==> config.mk <==
export PLATFORM = sky130hd
export DESIGN_NAME = converge_monitor
export DESIGN_NICKNAME = d
export VERILOG_FILES = /design/src/rtl/converge_pkg.sv /design/src/rtl/converge_absdiff.sv /design/src/rtl/converge_monitor.sv
export SDC_FILE = /design/constraint.sdc
export NUM_CORES = 1
export LEC_CHECK = 0
export CORE_MARGIN = 2
export CORE_UTILIZATION = 33
export CTS_BUF_LIST = sky130_fd_sc_hd__clkbuf_4 sky130_fd_sc_hd__clkbuf_8
export CTS_CLUSTER_DIAMETER = 150
export CTS_CLUSTER_SIZE = 24
export DETAILED_ROUTE_END_ITERATION = 8
export PLACE_DENSITY_LB_ADDON = 0.3
export SETUP_SLACK_MARGIN = 0.5
export SYNTH_ARGS = -nofsm -noshare
export SYNTH_HDL_FRONTEND = slang
export SYNTH_HIERARCHICAL = 1
export SYNTH_SLANG_ARGS = --single-unit
==> constraint.sdc <==
create_clock -name clk -period 7.7 [get_ports clk]
set_input_delay 0.77 -clock clk [delete_from_list [all_inputs] [get_ports clk]]
set_output_delay 0.77 -clock clk [all_outputs]
set_load 0.1 [all_outputs]
==> src/rtl/converge_pkg.sv <==
// Shared types and fixed-point constants for the iterative-matrix convergence monitor.
package converge_pkg;

    typedef enum logic [1:0] {
        FILL,
        CMP,
        REPORT
    } state_t;

    localparam int DEF_DATA_W = 16;
    localparam int FRAC_W     = 10;
    localparam int ONE        = 1 << FRAC_W;

endpackage

==> src/rtl/converge_absdiff.sv <==
// |a - b| for signed DATA_W operands, widened to DATA_W+1 unsigned so extremes cannot wrap.
// Purely combinational, no handshake.
module converge_absdiff
    import converge_pkg::*;
#(
    parameter int DATA_W = DEF_DATA_W
) (
    input  logic signed [DATA_W-1:0] a,
    input  logic signed [DATA_W-1:0] b,
    output logic        [DATA_W:0]   d
);

    logic [DATA_W:0] diff;

    always_comb begin
        diff = {a[DATA_W-1], a} - {b[DATA_W-1], b};
        d    = diff[DATA_W] ? (~diff + 1'b1) : diff;
    end

endmodule

==> src/rtl/converge_monitor.sv <==
// Tracks max |cur-prev| per streamed matrix and flags convergence/timeout; results appear two cycles after the last element.
// Accepts one element per cycle except during the single REPORT cycle, where in_ready drops.
module converge_monitor
    import converge_pkg::*;
#(
    parameter int N_STOCKS     = 4,
    parameter int DATA_W       = DEF_DATA_W,
    parameter int STABLE_ITERS = 2,
    parameter int MAX_ITERS    = 255
) (
    input  logic                              clk,
    input  logic                              rst_n,
    input  logic                              clear,
    input  logic [DATA_W-1:0]                 tol,
    input  logic                              in_valid,
    input  logic signed [DATA_W-1:0]          in_data,
    output logic                              in_ready,
    output logic                              done,
    output logic                              conv,
    output logic                              timeout,
    output logic [DATA_W:0]                   max_diff,
    output logic [$clog2(MAX_ITERS+1)-1:0]    iter_count
);

    localparam int E      = N_STOCKS * N_STOCKS;
    localparam int IDX_W  = (E > 1) ? $clog2(E) : 1;
    localparam int STK_W  = $clog2(STABLE_ITERS + 1);
    localparam int ITER_W = $clog2(MAX_ITERS + 1);

    state_t                    state, state_nxt;
    logic [IDX_W-1:0]          idx;
    logic                      first;
    logic [DATA_W:0]           cur_max;
    logic [STK_W-1:0]          streak, streak_nxt;
    logic [ITER_W-1:0]         iter_nxt;
    logic                      conv_nxt;
    logic signed [DATA_W-1:0]  prev [E];
    logic                      accept, last;
    logic [DATA_W:0]           d;

    assign in_ready = (state != REPORT);
    // clear wins over a simultaneous element; that element is dropped
    assign accept   = in_valid && in_ready && !clear;
    assign last     = (idx == IDX_W'(E - 1));

    converge_absdiff #(.DATA_W(DATA_W)) u_absdiff (
        .a (in_data),
        .b (prev[idx]),
        .d (d)
    );

    always_ff @(posedge clk or negedge rst_n) begin
        if (!rst_n) begin
            state <= FILL;
        end else begin
            state <= state_nxt;
        end
    end

    always_comb begin
        state_nxt = state;
        if (clear) begin
            state_nxt = FILL;
        end else begin
            case (state)
                FILL:    if (accept && last) state_nxt = REPORT;
                CMP:     if (accept && last) state_nxt = REPORT;
                REPORT:  state_nxt = CMP;
                default: state_nxt = FILL;
            endcase
        end
    end

    always_comb begin
        streak_nxt = '0;
        if (!first && (cur_max <= {1'b0, tol})) begin
            streak_nxt = (streak >= STK_W'(STABLE_ITERS)) ? streak : streak + 1'b1;
        end
        iter_nxt = (iter_count == ITER_W'(MAX_ITERS)) ? iter_count : iter_count + 1'b1;
        conv_nxt = (streak_nxt >= STK_W'(STABLE_ITERS));
    end

    always_ff @(posedge clk or negedge rst_n) begin
        if (!rst_n) begin
            idx        <= '0;
            first      <= 1'b0;
            cur_max    <= '0;
            streak     <= '0;
            iter_count <= '0;
            conv       <= 1'b0;
            timeout    <= 1'b0;
            done       <= 1'b0;
            max_diff   <= '0;
        end else begin
            done <= 1'b0;
            if (clear) begin
                idx        <= '0;
                first      <= 1'b0;
                cur_max    <= '0;
                streak     <= '0;
                iter_count <= '0;
                conv       <= 1'b0;
                timeout    <= 1'b0;
                max_diff   <= '0;
            end else begin
                if (accept) begin
                    idx <= last ? '0 : idx + 1'b1;
                    if (state == CMP) begin
                        cur_max <= ((idx == '0) || (d > cur_max)) ? d : cur_max;
                    end
                    if ((state == FILL) && last) begin
                        first <= 1'b1;
                    end
                end
                if (state == REPORT) begin
                    first      <= 1'b0;
                    max_diff   <= first ? '1 : cur_max;
                    streak     <= streak_nxt;
                    conv       <= conv_nxt;
                    iter_count <= iter_nxt;
                    timeout    <= (iter_nxt == ITER_W'(MAX_ITERS)) && !conv_nxt;
                    done       <= 1'b1;
                end
            end
        end
    end

    // Stored matrix needs no reset: FILL overwrites every entry before it is read
    always_ff @(posedge clk) begin
        if (accept) begin
            prev[idx] <= in_data;
        end
    end

endmodule

==> results of run 1 <==
## worst reg2reg max path, cell delays in order, from the launching register on
cell and delay (ns):
sky130_fd_sc_hd__dfrtp_4 0.91, sky130_fd_sc_hd__mux4_2 0.68, sky130_fd_sc_hd__mux4_2 0.50, sky130_fd_sc_hd__ha_1 0.25
sky130_fd_sc_hd__fa_1 0.44, sky130_fd_sc_hd__nor2b_4 0.17, sky130_fd_sc_hd__o31a_1 0.17, sky130_fd_sc_hd__nor3_2 0.07
sky130_fd_sc_hd__o31ai_2 0.37, sky130_fd_sc_hd__xor2_1 0.18, sky130_fd_sc_hd__or4_4 0.51, sky130_fd_sc_hd__or4b_1 0.53
sky130_fd_sc_hd__nor2_1 0.15, sky130_fd_sc_hd__ha_1 0.16, sky130_fd_sc_hd__nand4_1 0.13, sky130_fd_sc_hd__nor3_1 0.30
sky130_fd_sc_hd__o41ai_1 0.15, sky130_fd_sc_hd__a21oi_2 0.15, sky130_fd_sc_hd__buf_4 0.31, sky130_fd_sc_hd__mux2i_1 0.22
## power by group through the flow
stage	combinational, mW	sequential (mW)	clock (mW)
after floorplan	0.376	1.86	0
after global placement	0.500	1.88	0
after detailed placement	0.505	1.88	0
after CTS	0.507	1.84	0.734
after global routing	0.558	1.84	0.779
final	0.502	1.84	0.696
## cells in the mapped netlist, types with 12 or more instances
master / count
sky130_fd_sc_hd__a21oi_1: 28
sky130_fd_sc_hd__clkbuf_1: 25
sky130_fd_sc_hd__dfrtp_1: 54
sky130_fd_sc_hd__edfxtp_1: 256
sky130_fd_sc_hd__ha_1: 56
sky130_fd_sc_hd__inv_1: 64
sky130_fd_sc_hd__mux2i_1: 23
sky130_fd_sc_hd__mux4_2: 80
sky130_fd_sc_hd__nand2_1: 35
sky130_fd_sc_hd__nand2b_1: 37
sky130_fd_sc_hd__nand3_1: 23
sky130_fd_sc_hd__nor2_1: 48
sky130_fd_sc_hd__nor3_1: 42
sky130_fd_sc_hd__o21ai_0: 17
sky130_fd_sc_hd__xnor2_1: 16
sky130_fd_sc_hd__xor2_1: 12
## flip-flops by register name, summed over array words and instances, names as in the netlist
name        flops
idx             4
max_diff       17
timeout         1
first           1
cur_max        17
conv            1
done            1
state           2
iter_count      8
streak          2
prev          256
## logic make-up (layout without fill, tap and decap cells)
family | after synthesis | in the layout | share of synthesized area [%]
compound gates | 94 | 94 | 4.552
fa+ha+maj | 57 | 57 | 4.957
xor+xnor | 28 | 28 | 1.687
simple gates | 251 | 251 | 9.233
flops | 310 | 310 | 62.16
buf+inv | 111 | 180 | 3.433
mux | 103 | 103 | 13.97
## worst paths after layout
kind,cells past startpoint,to,startpoint
max,19,cur_max[7]$_DFFE_PN0P_,idx[0]$_DFFE_PN0P_
min,2,iter_count[1]$_DFFE_PN0N_,rst_n
max reg2reg,19,cur_max[7]$_DFFE_PN0P_,idx[0]$_DFFE_PN0P_
min reg2reg,1,state[1]$_DFFE_PN0P_,state[1]$_DFFE_PN0P_
max in group asynchronous,2,idx[0]$_DFFE_PN0P_,rst_n
min in group clk,1,state[1]$_DFFE_PN0P_,state[1]$_DFFE_PN0P_
## metrics by stage
step	setup WS [ns]	power [mW]	util (%)	std cells
global placement	1.394	2.377	36.70	1586
floorplan	1.810	2.239	-	954
CTS	1.203	3.081	37.30	1608
detailed placement	1.262	2.382	36.70	1586
global route	0.8235	3.179	37.30	1608
finish	1.269	3.036	37.30	1608
## layer usage
layer | vias up | part of all wire, % | routed length [um] | global-route usage [%]
met5 | - | 0 | 0 | 0
met4 | 0 | 2.0 | 664 | 3.054
met3 | 27 | 3.8 | 1233 | 1.676
met2 | 176 | 48 | 15610 | 23.63
met1 | 4137 | 46 | 15140 | 19.73
li1 | 3748 | - | - | -
## area by class of cell
cell class / instances / area [sq um]
Tap cell: 585 / 732.0
Timing Repair Buffer: 93 / 848.3
Multi-Input combinational cell: 533 / 5010
Clock buffer: 20 / 250.2
Sequential cell: 310 / 9044
Inverter: 65 / 244.0
Fill cell: 4051 / 27130
Clock inverter: 2 / 12.51
==> flow_summary.yaml, run 1 <==
status:
  outcome: "complete, no violations"
hold_path:
  worst_hold_path_type: "primary input to async pin"
synthesis:
  asyncSetResetFlopFracSynth_pct: 17.42
  synth-edff-count: 256
  synthCells: 954
  postSynthAreaPerCell_sq_um: 15.24
  synth.top_cell.area_share_pct: 52.87
  synth-seq-cells: 310
  synth.top_cells.by_area: "sky130_fd_sc_hd__edfxtp_1, sky130_fd_sc_hd__mux4_2, sky130_fd_sc_hd__dfrtp_1, sky130_fd_sc_hd__ha_1, sky130_fd_sc_hd__inv_1"
  yosysWarnings: 6
  synth_largest_area_cell: "sky130_fd_sc_hd__edfxtp_1"
  ys.flop_type: "sky130_fd_sc_hd__edfxtp_1"
  syn-cell-area_sq_mm: 0.01454
  synth_fp_nets: 1047
  synth_seq_area_share_pct: 62.16
  yosys_cell_types: 71
drt:
  first_pass_iters: 5
  number_of_vias_per_cell: 5.030
  detailedRoute.firstIterationViolations: 698
  vias: 8088
  totalWireLength_um: 32650
  wl_per_cell_um: 20.30
  post-route-drc-count: 0
  postRouteAntennaNets: 0
global_route:
  grt_max_degree: 74
  grt_overflow: 0
  grt_antenna_before_repair: 0
  grt_pass1_wl_um: 49830
  grt_pass1_vias: 7979
  gr-usage-all-layers_pct: 14.09
setup_path:
  critical_path.max_stage_delay_ns: 0.91
  slowest_stage: "sky130_fd_sc_hd__dfrtp_4"
  critical_path.cell_chain: "mux4_2 > mux4_2 > ha_1 > fa_1 > nor2b_4 > o31a_1 > nor3_2 > o31ai_2 > xor2_1 > or4_4 > or4b_1 > nor2_1 > ha_1 > nand4_1 > nor3_1 > o41ai_1 > a21oi_2 > buf_4 > mux2i_1"
  critPathMaxFanout: 35
  critPathLaunchType: "flip-flop"
  worstSetupPathType: "flip-flop to flip-flop"
  worst-endpoint-arrival_ns: 6.92
  cp_data_required_time_ns: 8.19
  worst_case_register_to_register_setup_slack_ns: 1.27
  worstSetupEndpointType: "flip-flop"
  worst-path-buf-inv: 1
  critical_path.top_delay_family: "simple AND/OR/NAND/NOR gates"
die:
  die_height_um: 213.9
  io_pins: 65
  initial_core_util_pct: 33.61
  die-width_um: 213.9
  placeableCoreArea_sq_mm: 0.04327
  dieArea_sq_mm: 0.04576
  core.rowCount: 76
timing:
  timing.hold.ws_ns: 0.3359
  fin_worst_skew_ns: 0.01687
  max_slew_margin_pct: 22.78
  worst_slew_pin_slew_ns: 1.157
  unrepaired_setup_endpoints_after_global_routing: "no"
  timing.final.crit_share_pct: 83.52
  period_minus_slack_ns: 6.431
  fin_tns_setup_ns: 0
  setup_viol_count_final: 0
  finalMaxSlewViolations: 0
  fmaxAchievable_ghz: 0.1555
  hold_violations: 0
power_and_ir_drop:
  cell_internal_pwr_mw: 2.259
  power.sequential.fraction_pct: 60.6
  switchingPower_uw: 777.5
  power.density_mw_per_mm2: 188.1
  clockPowerShare_pct: 22.9
  comb_power_share_pct: 16.5
  ir_worst_vdd_uv: 93.78
  sw_frac_of_total_pct: 25.61
  p_leak_nw: 5.449
clock_tree:
  max-clock-path-buffers: 3
  cts_buffers: 16
  postCtsResizedCells: 0
  cts_num_sinks: 310
  clock_tree.htree_level_count: 1
  cts.repair_timing.setup_buffer_count: 0
  cts.root.buffer_cell: "sky130_fd_sc_hd__clkbuf_8"
  ctsHoldBuffers: 0
  clk_pin_slew_ns: 0.16
  cts_tree: "done"
  clock_insertion_delay_worst_skew_ns: 0.57
placement:
  placed_cell_area_sq_mm: 0.01588
  detailed_place_hpwl_um: 20610
  place.gp.congestion: 0.8089
  portBuffers: 64
final_layout:
  diodes: 0
  area_growth_syn_to_layout_pct: 11.01
  most-common-layout-cells: "sky130_fd_sc_hd__edfxtp_1, sky130_fd_sc_hd__mux4_2, sky130_fd_sc_hd__inv_1"
  layout.cells.most_common: "sky130_fd_sc_hd__edfxtp_1"
  layout.nets: 1112
  layout.cell_area.non_filler_sq_mm: 0.01614
  fraction_of_final_layout_cells_sized_beyond_drive_strength_1_pct: 15.44
run:
  timing.max_cap.violations: 0
(Power assumes the default switching activity.)
==> run 2: changes to the inputs <==
clock period = 5.3 ns   (was 7.7 ns; I/O delays follow)
==> flow_summary.yaml, run 2 (synthesized netlist as in run 1, its figures left out) <==
die:
  initial_core_util_pct: 33.61
  die_height_um: 213.9
  core.rowCount: 76
  dieArea_sq_mm: 0.04576
  die-width_um: 213.9
  io_pins: 65
  placeableCoreArea_sq_mm: 0.04327
clock_tree:
  cts_buffers: 16
  clock_tree.htree_level_count: 1
  clock_insertion_delay_worst_skew_ns: 0.58
  ctsHoldBuffers: 0
  cts.root.buffer_cell: "sky130_fd_sc_hd__clkbuf_8"
  clk_pin_slew_ns: 0.15
  max-clock-path-buffers: 3
  cts_num_sinks: 310
  cts_tree: "done"
final_layout:
  layout_top_registers: "prev x256, cur_max x17, max_diff x17"
  largest_register_ffs: 256
  regMostFlops: "prev"
  layout.nets: 1210
  most-common-layout-cells: "sky130_fd_sc_hd__edfxtp_1, sky130_fd_sc_hd__buf_4, sky130_fd_sc_hd__mux4_2"
  diodes: 0
  finalCoreUtilization_pct: 39.42
  area_growth_syn_to_layout_pct: 17.30
  n_fill_cell: 4018
  layout.cells.most_common: "sky130_fd_sc_hd__edfxtp_1"
  fraction_of_final_layout_cells_sized_beyond_drive_strength_1_pct: 23.82
  post_route_insts_no_fill: 1706
drt:
  post-route-drc-count: 0
  wl_per_cell_um: 19.72
  detailedRoute.firstIterationViolations: 649
  totalWireLength_um: 33640
  number_of_vias_per_cell: 4.970
  first_pass_iters: 5
  postRouteAntennaNets: 0
  vias: 8479
setup_path:
  critPathMaxFanout: 17
  worstSetupPathType: "flip-flop to flip-flop"
  cp_data_required_time_ns: 5.79
  worstSetupEndpointType: "flip-flop"
  critPathLaunchType: "flip-flop"
  worst-endpoint-arrival_ns: 6.21
timing:
  max_slew_margin_pct: 28.48
  fmaxAchievable_ghz: 0.1750
  hold_violations: 0
  period_minus_slack_ns: 5.714
  fin_tns_setup_ns: -6.372
  timing.hold.ws_ns: 0.07774
  unrepaired_setup_endpoints_after_global_routing: "yes"
  timing.final.crit_share_pct: 107.8
  worst_slack_ns: -0.4141
  fin_worst_skew_ns: 0.01900
  finalMaxSlewViolations: 0
  worst_slew_pin_slew_ns: 1.072
  setup_viol_count_final: 17
global_route:
  grt_overflow: 0
  grt_pass1_wl_um: 51830
  gr-usage-all-layers_pct: 14.57
  grt_antenna_before_repair: 0
  grt_pass1_vias: 8633
  grt_max_degree: 73
placement:
  place_inst: 1680
  place.gp.congestion: 0.7822
  detailed_place_hpwl_um: 22600
  portBuffers: 64
run:
  timing.max_cap.violations: 0
status:
  violations: "setup timing"
  outcome: "finished, violations left"
power_and_ir_drop:
  ir_worst_vdd_uv: 246.8
  power.sequential.fraction_pct: 57.0
  clockPowerShare_pct: 22.1
  p_leak_nw: 5.966
  power.density_mw_per_mm2: 273.2
  cell_internal_pwr_mw: 3.471
  comb_power_share_pct: 20.9
  sw_frac_of_total_pct: 25.49
  switchingPower_mw: 1.188
  total_power_mw: 4.659
hold_path:
  worst_hold_path_type: "primary input to async pin"
## run 2: layout make-up
class / instances / area [sq um] / area share (%)
Timing Repair Buffer: 191 / 1697 / 9.948
Tap cell: 585 / 732.0 / 4.292
Clock inverter: 1 / 8.758 / 0.05135
Multi-Input combinational cell: 533 / 5072 / 29.74
Sequential cell: 310 / 9044 / 53.03
Clock buffer: 21 / 257.7 / 1.511
Inverter: 65 / 244.0 / 1.431
## run 2: path summary, 6_finish.rpt
kind                                           start                         to  slack, ns  cells after the start
worst min-delay path                           rst_n  iter_count[7]$_DFFE_PN0N_       0.08                      2
max in group asynchronous                      rst_n         idx[0]$_DFFE_PN0P_       4.65                      2
worst max-delay path              idx[0]$_DFFE_PN0P_     cur_max[3]$_DFFE_PN0P_      -0.41                     22
worst min register to register  state[1]$_DFFE_PN0P_       state[1]$_DFFE_PN0P_       0.46                      1
min in group clk                state[1]$_DFFE_PN0P_       state[1]$_DFFE_PN0P_       0.46                      1
worst max register to register    idx[0]$_DFFE_PN0P_     cur_max[3]$_DFFE_PN0P_      -0.41                     22
## run 2: per-layer routing
| layer | part of all wire, % | global-route usage (%) | up-vias |
|---|---|---|---|
| li1 | - | - | 3955 |
| met4 | 1.5 | 2.611 | 0 |
| met1 | 47 | 20.66 | 4320 |
| met2 | 48 | 24.33 | 176 |
| met3 | 3.8 | 1.803 | 28 |
| met5 | 0 | 0 | - |
## run 2: power by group through the flow
stage	Clock (mW)	Sequential, mW	Combinational, mW
final	1.03	2.66	0.974
after global routing	1.15	2.66	1.08
after CTS	1.08	2.66	0.981
after detailed placement	0	2.71	0.967
after global placement	0	2.71	0.957
after floorplan	0	2.71	0.554
## run 2: per-stage QoR
step	setup slack [ns]	cell area [sq um]
floorplan	-0.3058	14590
global placement	-0.3074	16700
detailed placement	-0.4674	16700
CTS	-0.3305	17030
global route	-0.6559	17060
finish	-0.4141	17060
## run 2: worst max-delay path, stage by stage, from the launching register on
cell and delay, ns:
sky130_fd_sc_hd__dfrtp_4 0.49, sky130_fd_sc_hd__buf_12 0.15, sky130_fd_sc_hd__mux4_2 0.51, sky130_fd_sc_hd__mux4_2 0.52
sky130_fd_sc_hd__ha_4 0.19, sky130_fd_sc_hd__fa_2 0.41, sky130_fd_sc_hd__nor2b_4 0.13, sky130_fd_sc_hd__o31a_1 0.20
sky130_fd_sc_hd__nor3_2 0.07, sky130_fd_sc_hd__o31ai_2 0.29, sky130_fd_sc_hd__xor2_1 0.14, sky130_fd_sc_hd__or4_4 0.51
sky130_fd_sc_hd__or4b_4 0.57, sky130_fd_sc_hd__nor2_4 0.13, sky130_fd_sc_hd__ha_1 0.25, sky130_fd_sc_hd__nand4_1 0.13
sky130_fd_sc_hd__nor3_2 0.07, sky130_fd_sc_hd__buf_4 0.13, sky130_fd_sc_hd__nand4_1 0.10, sky130_fd_sc_hd__nand3_2 0.10
sky130_fd_sc_hd__a21oi_4 0.16, sky130_fd_sc_hd__buf_12 0.19, sky130_fd_sc_hd__mux2i_2 0.21
## run 2: what timing repair did
| action | 4_1_cts | 5_1_grt |
|---|---|---|
| cloned | 0 | 0 |
| pin swaps | 1 | 3 |
| gates resized for setup | 3 | 4 |
| buffers inserted | 3 | 1 |
| endpoints found under the setup margin | 17 | 17 |
